**config.mk**
```make
export PLATFORM = sky130hd
export DESIGN_NAME = text_box_overlay
export DESIGN_NICKNAME = d
export VERILOG_FILES = /design/src/rtl/text_box_overlay.sv
export SDC_FILE = /design/constraint.sdc
export NUM_CORES = 1
export LEC_CHECK = 0
export ABC_AREA = 1
export BUFFER_PORTS_ARGS = -buffer_cell sky130_fd_sc_hd__buf_2
export CELL_PAD_IN_SITES_DETAIL_PLACEMENT = 1
export CELL_PAD_IN_SITES_GLOBAL_PLACEMENT = 1
export CORE_MARGIN = 2
export CORE_UTILIZATION = 50
export DETAILED_ROUTE_END_ITERATION = 7
export MAX_ROUTING_LAYER = met4
export PLACE_DENSITY = 0.77
export SYNTH_ARGS = -nofsm -noshare
export SYNTH_HDL_FRONTEND = slang
export SYNTH_SLANG_ARGS = --single-unit
```
**constraint.sdc**
```tcl
create_clock -name clk -period 5.37 [get_ports clk]
set_input_delay 0.8055 -clock clk [delete_from_list [all_inputs] [get_ports clk]]
set_output_delay 0.8055 -clock clk [all_outputs]
set_load 0.02 [all_outputs]
```
**src/rtl/text_box_overlay.sv**
```systemverilog
// -----------------------------------------------------------------------------
// text_box_overlay
//
// Draws a COLS x ROWS grid of 8x16 font glyphs at (X_POS, Y_POS) on top of
// the incoming VGA stream. Each glyph can be pixel-scaled by 2^SCALE_LOG2 in
// both x and y. Character codes live in an internal text buffer that the
// control logic writes. Glyph rows come from the shared external font ROM,
// which has a 1-cycle synchronous read. All video fields pass through with a
// fixed latency of 4 clocks. Only rgb can be modified on the way through.
//
// After reset the buffer is filled with spaces, one entry per clock, while
// busy is high. During that clear, writes are ignored and the overlay is off.
//
// Ports
//   clk            pixel clock
//   rst            synchronous, active-high reset
//   vga_in_*       hcount/vcount/hsync/vsync/hblnk/vblnk/rgb from the
//                  previous stage
//   vga_out_*      the same fields, delayed 4 clocks, with rgb overlaid
//   wr_en          text buffer write strobe
//   wr_addr        write index = row*COLS + col; out-of-range values are
//                  dropped
//   wr_data        7-bit ASCII code
//   char_addr      font ROM address {code[6:0], line[3:0]}
//   char_pixels    font ROM row, MSB = leftmost pixel, valid 1 clk after
//                  char_addr
//   busy           high while the buffer clear runs
// -----------------------------------------------------------------------------
module text_box_overlay #(
   parameter int          X_POS      = 280,
   parameter int          Y_POS      = 104,
   parameter int          COLS       = 16,
   parameter int          ROWS       = 4,
   parameter int          SCALE_LOG2 = 0,
   parameter logic [11:0] FG_COLOR   = 12'hFFF,
   parameter logic        BG_EN      = 1'b0,
   parameter logic [11:0] BG_COLOR   = 12'h000,
   localparam int         NUM_CHARS  = COLS * ROWS,
   localparam int         AW         = (NUM_CHARS > 1) ? $clog2(NUM_CHARS) : 1
) (
   input  logic          clk,
   input  logic          rst,

   input  logic [10:0]   vga_in_hcount,
   input  logic [10:0]   vga_in_vcount,
   input  logic          vga_in_hsync,
   input  logic          vga_in_vsync,
   input  logic          vga_in_hblnk,
   input  logic          vga_in_vblnk,
   input  logic [11:0]   vga_in_rgb,

   output logic [10:0]   vga_out_hcount,
   output logic [10:0]   vga_out_vcount,
   output logic          vga_out_hsync,
   output logic          vga_out_vsync,
   output logic          vga_out_hblnk,
   output logic          vga_out_vblnk,
   output logic [11:0]   vga_out_rgb,

   input  logic          wr_en,
   input  logic [AW-1:0] wr_addr,
   input  logic [6:0]    wr_data,

   output logic [10:0]   char_addr,
   input  logic [7:0]    char_pixels,

   output logic          busy
);

   localparam int SCALE = 1 << SCALE_LOG2;

   // Box bounds are held in 32 bits so that a box running past the
   // 11-bit coordinate range is clipped instead of wrapping round to 0.
   localparam logic [31:0] X_LO = 32'(X_POS);
   localparam logic [31:0] X_HI = 32'(X_POS + COLS * 8 * SCALE);
   localparam logic [31:0] Y_LO = 32'(Y_POS);
   localparam logic [31:0] Y_HI = 32'(Y_POS + ROWS * 16 * SCALE);

   localparam logic [AW-1:0] LAST_PTR    = AW'(NUM_CHARS - 1);
   localparam logic [AW:0]   NUM_CHARS_W = (AW + 1)'(NUM_CHARS);
   localparam logic [6:0]    SPACE_CODE  = 7'h20;

   typedef enum logic {
      CLEAR,
      RUN
   } state_t;

   typedef struct packed {
      logic [10:0] hcount;
      logic [10:0] vcount;
      logic        hsync;
      logic        vsync;
      logic        hblnk;
      logic        vblnk;
      logic [11:0] rgb;
   } vga_t;

   // ---------------------------------------------------------------------------
   // Control FSM
   // ---------------------------------------------------------------------------
   state_t        state;
   state_t        state_next;
   logic [AW-1:0] clr_ptr;
   logic [AW-1:0] clr_ptr_next;

   logic          run;
   logic          buf_we;
   logic [AW-1:0] buf_waddr;
   logic [6:0]    buf_wdata;

   always_ff @(posedge clk) begin
      if (rst) begin
         state   <= CLEAR;
         clr_ptr <= '0;
      end else begin
         state   <= state_next;
         clr_ptr <= clr_ptr_next;
      end
   end

   always_comb begin
      state_next   = state;
      clr_ptr_next = clr_ptr;
      case (state)
         CLEAR: begin
            clr_ptr_next = clr_ptr + 1'b1;
            if (clr_ptr == LAST_PTR) begin
               state_next   = RUN;
               clr_ptr_next = '0;
            end
         end
         RUN: begin
            state_next = RUN;
         end
         default: begin
            state_next   = CLEAR;
            clr_ptr_next = '0;
         end
      endcase
   end

   always_comb begin
      busy      = 1'b0;
      run       = 1'b0;
      buf_we    = 1'b0;
      buf_waddr = '0;
      buf_wdata = '0;
      case (state)
         CLEAR: begin
            busy      = 1'b1;
            buf_we    = 1'b1;
            buf_waddr = clr_ptr;
            buf_wdata = SPACE_CODE;
         end
         RUN: begin
            run       = 1'b1;
            buf_we    = wr_en && ({1'b0, wr_addr} < NUM_CHARS_W);
            buf_waddr = wr_addr;
            buf_wdata = wr_data;
         end
         default: begin
            busy = 1'b1;
         end
      endcase
   end

   // ---------------------------------------------------------------------------
   // Box geometry for the incoming pixel
   // ---------------------------------------------------------------------------
   logic [31:0]   h_ext;
   logic [31:0]   v_ext;
   logic [10:0]   dx;
   logic [10:0]   dy;
   logic [10:0]   col;
   logic [10:0]   row;
   logic [3:0]    line;
   logic [2:0]    xbit;
   logic          in_box;
   logic [AW-1:0] rd_idx;

   always_comb begin
      h_ext  = {21'd0, vga_in_hcount};
      v_ext  = {21'd0, vga_in_vcount};
      in_box = (h_ext >= X_LO) && (h_ext < X_HI) &&
               (v_ext >= Y_LO) && (v_ext < Y_HI);
      dx     = vga_in_hcount - 11'(X_POS);
      dy     = vga_in_vcount - 11'(Y_POS);
      col    = dx >> (3 + SCALE_LOG2);
      row    = dy >> (4 + SCALE_LOG2);
      line   = 4'(dy >> SCALE_LOG2);
      xbit   = 3'(dx >> SCALE_LOG2);
      // Read entry 0 outside the box so that the index never leaves the buffer.
      rd_idx = '0;
      if (in_box) begin
         rd_idx = AW'(({21'd0, row} * 32'(COLS)) + {21'd0, col});
      end
   end

   // ---------------------------------------------------------------------------
   // Text buffer. A read and a write in the same cycle return the old code.
   // ---------------------------------------------------------------------------
   logic [6:0] text_mem [NUM_CHARS];
   logic [6:0] rd_mem;
   logic [6:0] rd_code;

   always_ff @(posedge clk) begin
      if (buf_we) begin
         text_mem[buf_waddr] <= buf_wdata;
      end
      rd_mem <= text_mem[rd_idx];
   end

   // The buffer itself holds no reset. This register tracks the read so that
   // the code seen by stage 2 is cleared along with the rest of the pipeline.
   logic rd_valid;

   always_ff @(posedge clk) begin
      if (rst) begin
         rd_valid <= 1'b0;
      end else begin
         rd_valid <= 1'b1;
      end
   end

   always_comb begin
      rd_code = rd_valid ? rd_mem : '0;
   end

   // ---------------------------------------------------------------------------
   // Pixel pipeline
   //   stage 1: buffer read, pixel geometry and video captured
   //   stage 2: font ROM address issued
   //   stage 3: ROM row arrives, video delayed in step
   //   output : rgb chosen and registered
   // ---------------------------------------------------------------------------
   vga_t       in_vga;
   vga_t       s1_vga;
   vga_t       s2_vga;
   vga_t       s3_vga;
   vga_t       out_vga;
   logic [3:0] s1_line;
   logic [2:0] s1_xbit;
   logic [2:0] s2_xbit;
   logic [2:0] s3_xbit;
   logic       s1_in_box;
   logic       s2_in_box;
   logic       s3_in_box;
   logic       s1_run;
   logic       s2_run;
   logic       s3_run;

   always_comb begin
      in_vga.hcount = vga_in_hcount;
      in_vga.vcount = vga_in_vcount;
      in_vga.hsync  = vga_in_hsync;
      in_vga.vsync  = vga_in_vsync;
      in_vga.hblnk  = vga_in_hblnk;
      in_vga.vblnk  = vga_in_vblnk;
      in_vga.rgb    = vga_in_rgb;
   end

   always_ff @(posedge clk) begin
      if (rst) begin
         s1_vga    <= '0;
         s1_line   <= '0;
         s1_xbit   <= '0;
         s1_in_box <= 1'b0;
         s1_run    <= 1'b0;
         s2_vga    <= '0;
         s2_xbit   <= '0;
         s2_in_box <= 1'b0;
         s2_run    <= 1'b0;
         char_addr <= '0;
         s3_vga    <= '0;
         s3_xbit   <= '0;
         s3_in_box <= 1'b0;
         s3_run    <= 1'b0;
      end else begin
         s1_vga    <= in_vga;
         s1_line   <= line;
         s1_xbit   <= xbit;
         s1_in_box <= in_box;
         s1_run    <= run;

         s2_vga    <= s1_vga;
         s2_xbit   <= s1_xbit;
         s2_in_box <= s1_in_box;
         s2_run    <= s1_run;
         char_addr <= s1_in_box ? {rd_code, s1_line} : '0;

         s3_vga    <= s2_vga;
         s3_xbit   <= s2_xbit;
         s3_in_box <= s2_in_box;
         s3_run    <= s2_run;
      end
   end

   // The overlay is gated by the FSM state at the moment the pixel entered
   // the pipeline, so a pixel sampled during the clear is never drawn.
   logic       pix_on;
   logic       blank;
   logic [11:0] rgb_next;

   always_comb begin
      pix_on   = char_pixels[3'd7 - s3_xbit];
      blank    = s3_vga.hblnk | s3_vga.vblnk;
      rgb_next = s3_vga.rgb;
      if (s3_in_box && s3_run && !blank && pix_on) begin
         rgb_next = FG_COLOR;
      end else if (s3_in_box && s3_run && BG_EN && !blank) begin
         rgb_next = BG_COLOR;
      end
   end

   always_ff @(posedge clk) begin
      if (rst) begin
         out_vga <= '0;
      end else begin
         out_vga     <= s3_vga;
         out_vga.rgb <= rgb_next;
      end
   end

   always_comb begin
      vga_out_hcount = out_vga.hcount;
      vga_out_vcount = out_vga.vcount;
      vga_out_hsync  = out_vga.hsync;
      vga_out_vsync  = out_vga.vsync;
      vga_out_hblnk  = out_vga.hblnk;
      vga_out_vblnk  = out_vga.vblnk;
      vga_out_rgb    = out_vga.rgb;
   end

endmodule
```
==> run summary <==
Mapped Area = 26,000 sq um
synth top area cells = edfxtp_1 52%, dfxtp_1 14%, inv_1 8.1%
synth-to-layout area growth = 12.8%
Crit Path Class = flop to flop
Post-synth EDFFs = 448
RSZ-0062 raised after global routing = no
first-pass GRT wire length = 116 mm
hold_buf cts = 0
Post-synth ARST share = 0%
post-synthesis register bit count = 633
HPWL after DPL = 44.5 mm
largest net degree at the start of global routing = 225
row count = 83
Slew headroom = 7.75%
Pwr Density = 348 nW/um^2
worst min-delay path class = primary input to flop
die footprint = 53,800 sq um
post-DR vias/cell = 5.50
Initial DRT Pass Iterations = 5
register area share after synthesis = 66.0%
CTS tree = done
Die Y = 232 microns
worst skew pair latency = 0.62 ns
crit-path cells = inv_1 > or2_2 > o21ai_0 > clkinv_1 > nor2_1 > nand3_1 > nor2_1
status = finished, final reports clean
Hold Vio Cnt, Final = 0
top post-synthesis cells by count = 559 x inv_1, 448 x edfxtp_1, 377 x nand3_1, 327 x nand2_1, 308 x nor2_1
syn_nets = 2,704
core footprint = 51,300 sq um
ANT cells = 0
Synth Flop Type = edfxtp_1
synth unique cells = 30
crit-path most repeated cell = nor2_1
Fmax = 0.238 GHz
Worst path slowest cell = nor2_1
Worst Setup End Kind = flop
mean routed wirelength per cell = 21.8 microns
WL final = 75.0 mm
share of layout cells above drive strength 1 = 10.8%
CTS clk-pin slew, worst paths = 0.06 ns
final non-filler cell total = 3,438
dpl cells = 3,311
number of routed nets with antenna violations = 0
fin. max-slew vios = 0
CTS Buf Count = 70
CTS resizes = 0
Avg Inst Size Synth = 9.85 sq um
most numerous cell in the Yosys netlist = inv_1
Syn Inst Count = 2,638
# Post-CTS Setup Buffers = 0
fin worst setup slack = 1.17 ns
crit path launch type = flop
Period minus WS final = 4.20 ns
GRT overflow = 0
initial core utilization = 50.6%
crit-path max FO = 15
Final Setup Violations = 0
Die W = 232 microns
synthesis warning total = 0
CTS max path bufs = 3
All-Layer GR Usage = 29.2%
crit-path max cell delay = 0.81 ns
Root Driver = clkbuf_16
DRC = 0
Tcrit/Tclk final = 78.3%
DP Worst Slack = 1.23 ns
vias in the first global route = 19,800
initial antenna violation count = 0
Peak supply drop = 0.261 mV
io pins = 112
routability congestion estimate = 0.872
Crit path required time = 5.61 ns
actual slew at the worst max-slew pin = 1.37 ns
Setup TNS = 0 ns
top cell type's share of synthesized area = 51.8%
CP arrival = 4.44 ns
clock sink count = 633
leakage power = 12.5 nW
leading area contributor after synthesis = edfxtp_1
via count = 18,900
count of input and output buffers = 111
initial drt markers = 1,582
clk_skew = 0.0254 ns
max cap viols = 0
nets = 2,769
H-tree lvl count = 3
area by class of cell:
type | count | area [sq um]
multi-input cells | 1288 | 6070
inverters | 568 | 2140
well taps | 680 | 851
fillers | 5664 | 22000
clock inverters | 25 | 183
repair buffers | 142 | 841
clock buffers | 102 | 2060
flip-flops and latches | 633 | 17200
worst max-delay path: cells and delay by family, from the launching register on:
kind / cells / cell delay (ns)
AND/OR/NAND/NOR: 4 / 2.05
buffers and inverters: 2 / 0.84
flip-flops: 1 / 0.64
AO/OA/AOI/OAI: 1 / 0.29
per-layer routing:
metal	share of wire (%)	up-vias	global-route usage (%)	wire, microns
met1	41	9411	36.7	31000
li1	-	8687	-	-
met5	0	-	-	0
met3	6.2	145	4.78	4620
met4	3.3	0	10.1	2450
met2	49	670	48.2	36900
power breakdown:
group	switching (mW)	leakage [nW]	internal (mW)
clock	1.95	1.11	2.68
sequential	0.0249	5.85	5.23
combinational	0.229	5.55	0.0770
total	2.21	12.5	7.98
cells in the final DEF (no fill, tap or decap), types with 27 or more instances in the layout:
| cell type | instances |
|---|---|
| inv_1 | 553 |
| edfxtp_1 | 448 |
| nand3_1 | 376 |
| nand2_1 | 326 |
| nor2_1 | 307 |
| dfxtp_1 | 185 |
| nand4_1 | 167 |
| buf_2 | 110 |
| clkbuf_16 | 73 |
| o21ai_0 | 30 |
| buf_4 | 28 |
| or2_2 | 27 |
kinds of logic after synthesis:
kind of cell | after synthesis | share of synthesized area (%)
and+or+nand+nor | 1222 | 21.5
buffers and inverters | 717 | 10.9
DFF | 633 | 66.0
AOI/OAI and AO/OA | 55 | 1.15
xor gates and xnor gates | 7 | 0.236
adders and majority gates | 4 | 0.193
through the flow:
| step | power (mW) | cell area, sq um | hold WS [ns] | utilization [%] |
|---|---|---|---|---|
| after floorplan | 5.52 | 26000 | 0.388 | - |
| after global placement | 5.64 | 27000 | 0.389 | 52.7 |
| after detailed placement | 5.66 | 27000 | 0.395 | 52.7 |
| after CTS | 10.3 | 29300 | 0.360 | 57.1 |
| after global routing | 10.5 | 29300 | 0.373 | 57.1 |
| final | 10.2 | 29300 | 0.387 | 57.1 |
sequential cells by signal, indices dropped and copies added (netlist names), 6 cells and up:
| signal | cells |
|---|---|
| char_addr | 11 |
| clr_ptr | 6 |
| rd_mem | 7 |
| s1_vga | 38 |
| s2_vga | 38 |
| s3_vga | 38 |
| text_mem | 448 |
| vga_out_hcount | 11 |
| vga_out_rgb | 12 |
| vga_out_vcount | 11 |
worst paths after layout:
check	slack, ns	cells after the start	from	endpoint
worst max-delay path	1.17	7	state	text_mem[16][5]
worst min-delay path	0.39	2	vga_in_vcount[3]	s1_line[3]
worst max register to register	1.17	7	state	text_mem[16][5]
worst min register to register	0.39	2	s1_vga[1]	s2_vga[1]
Note: power is estimated with default switching activity, not from simulation.
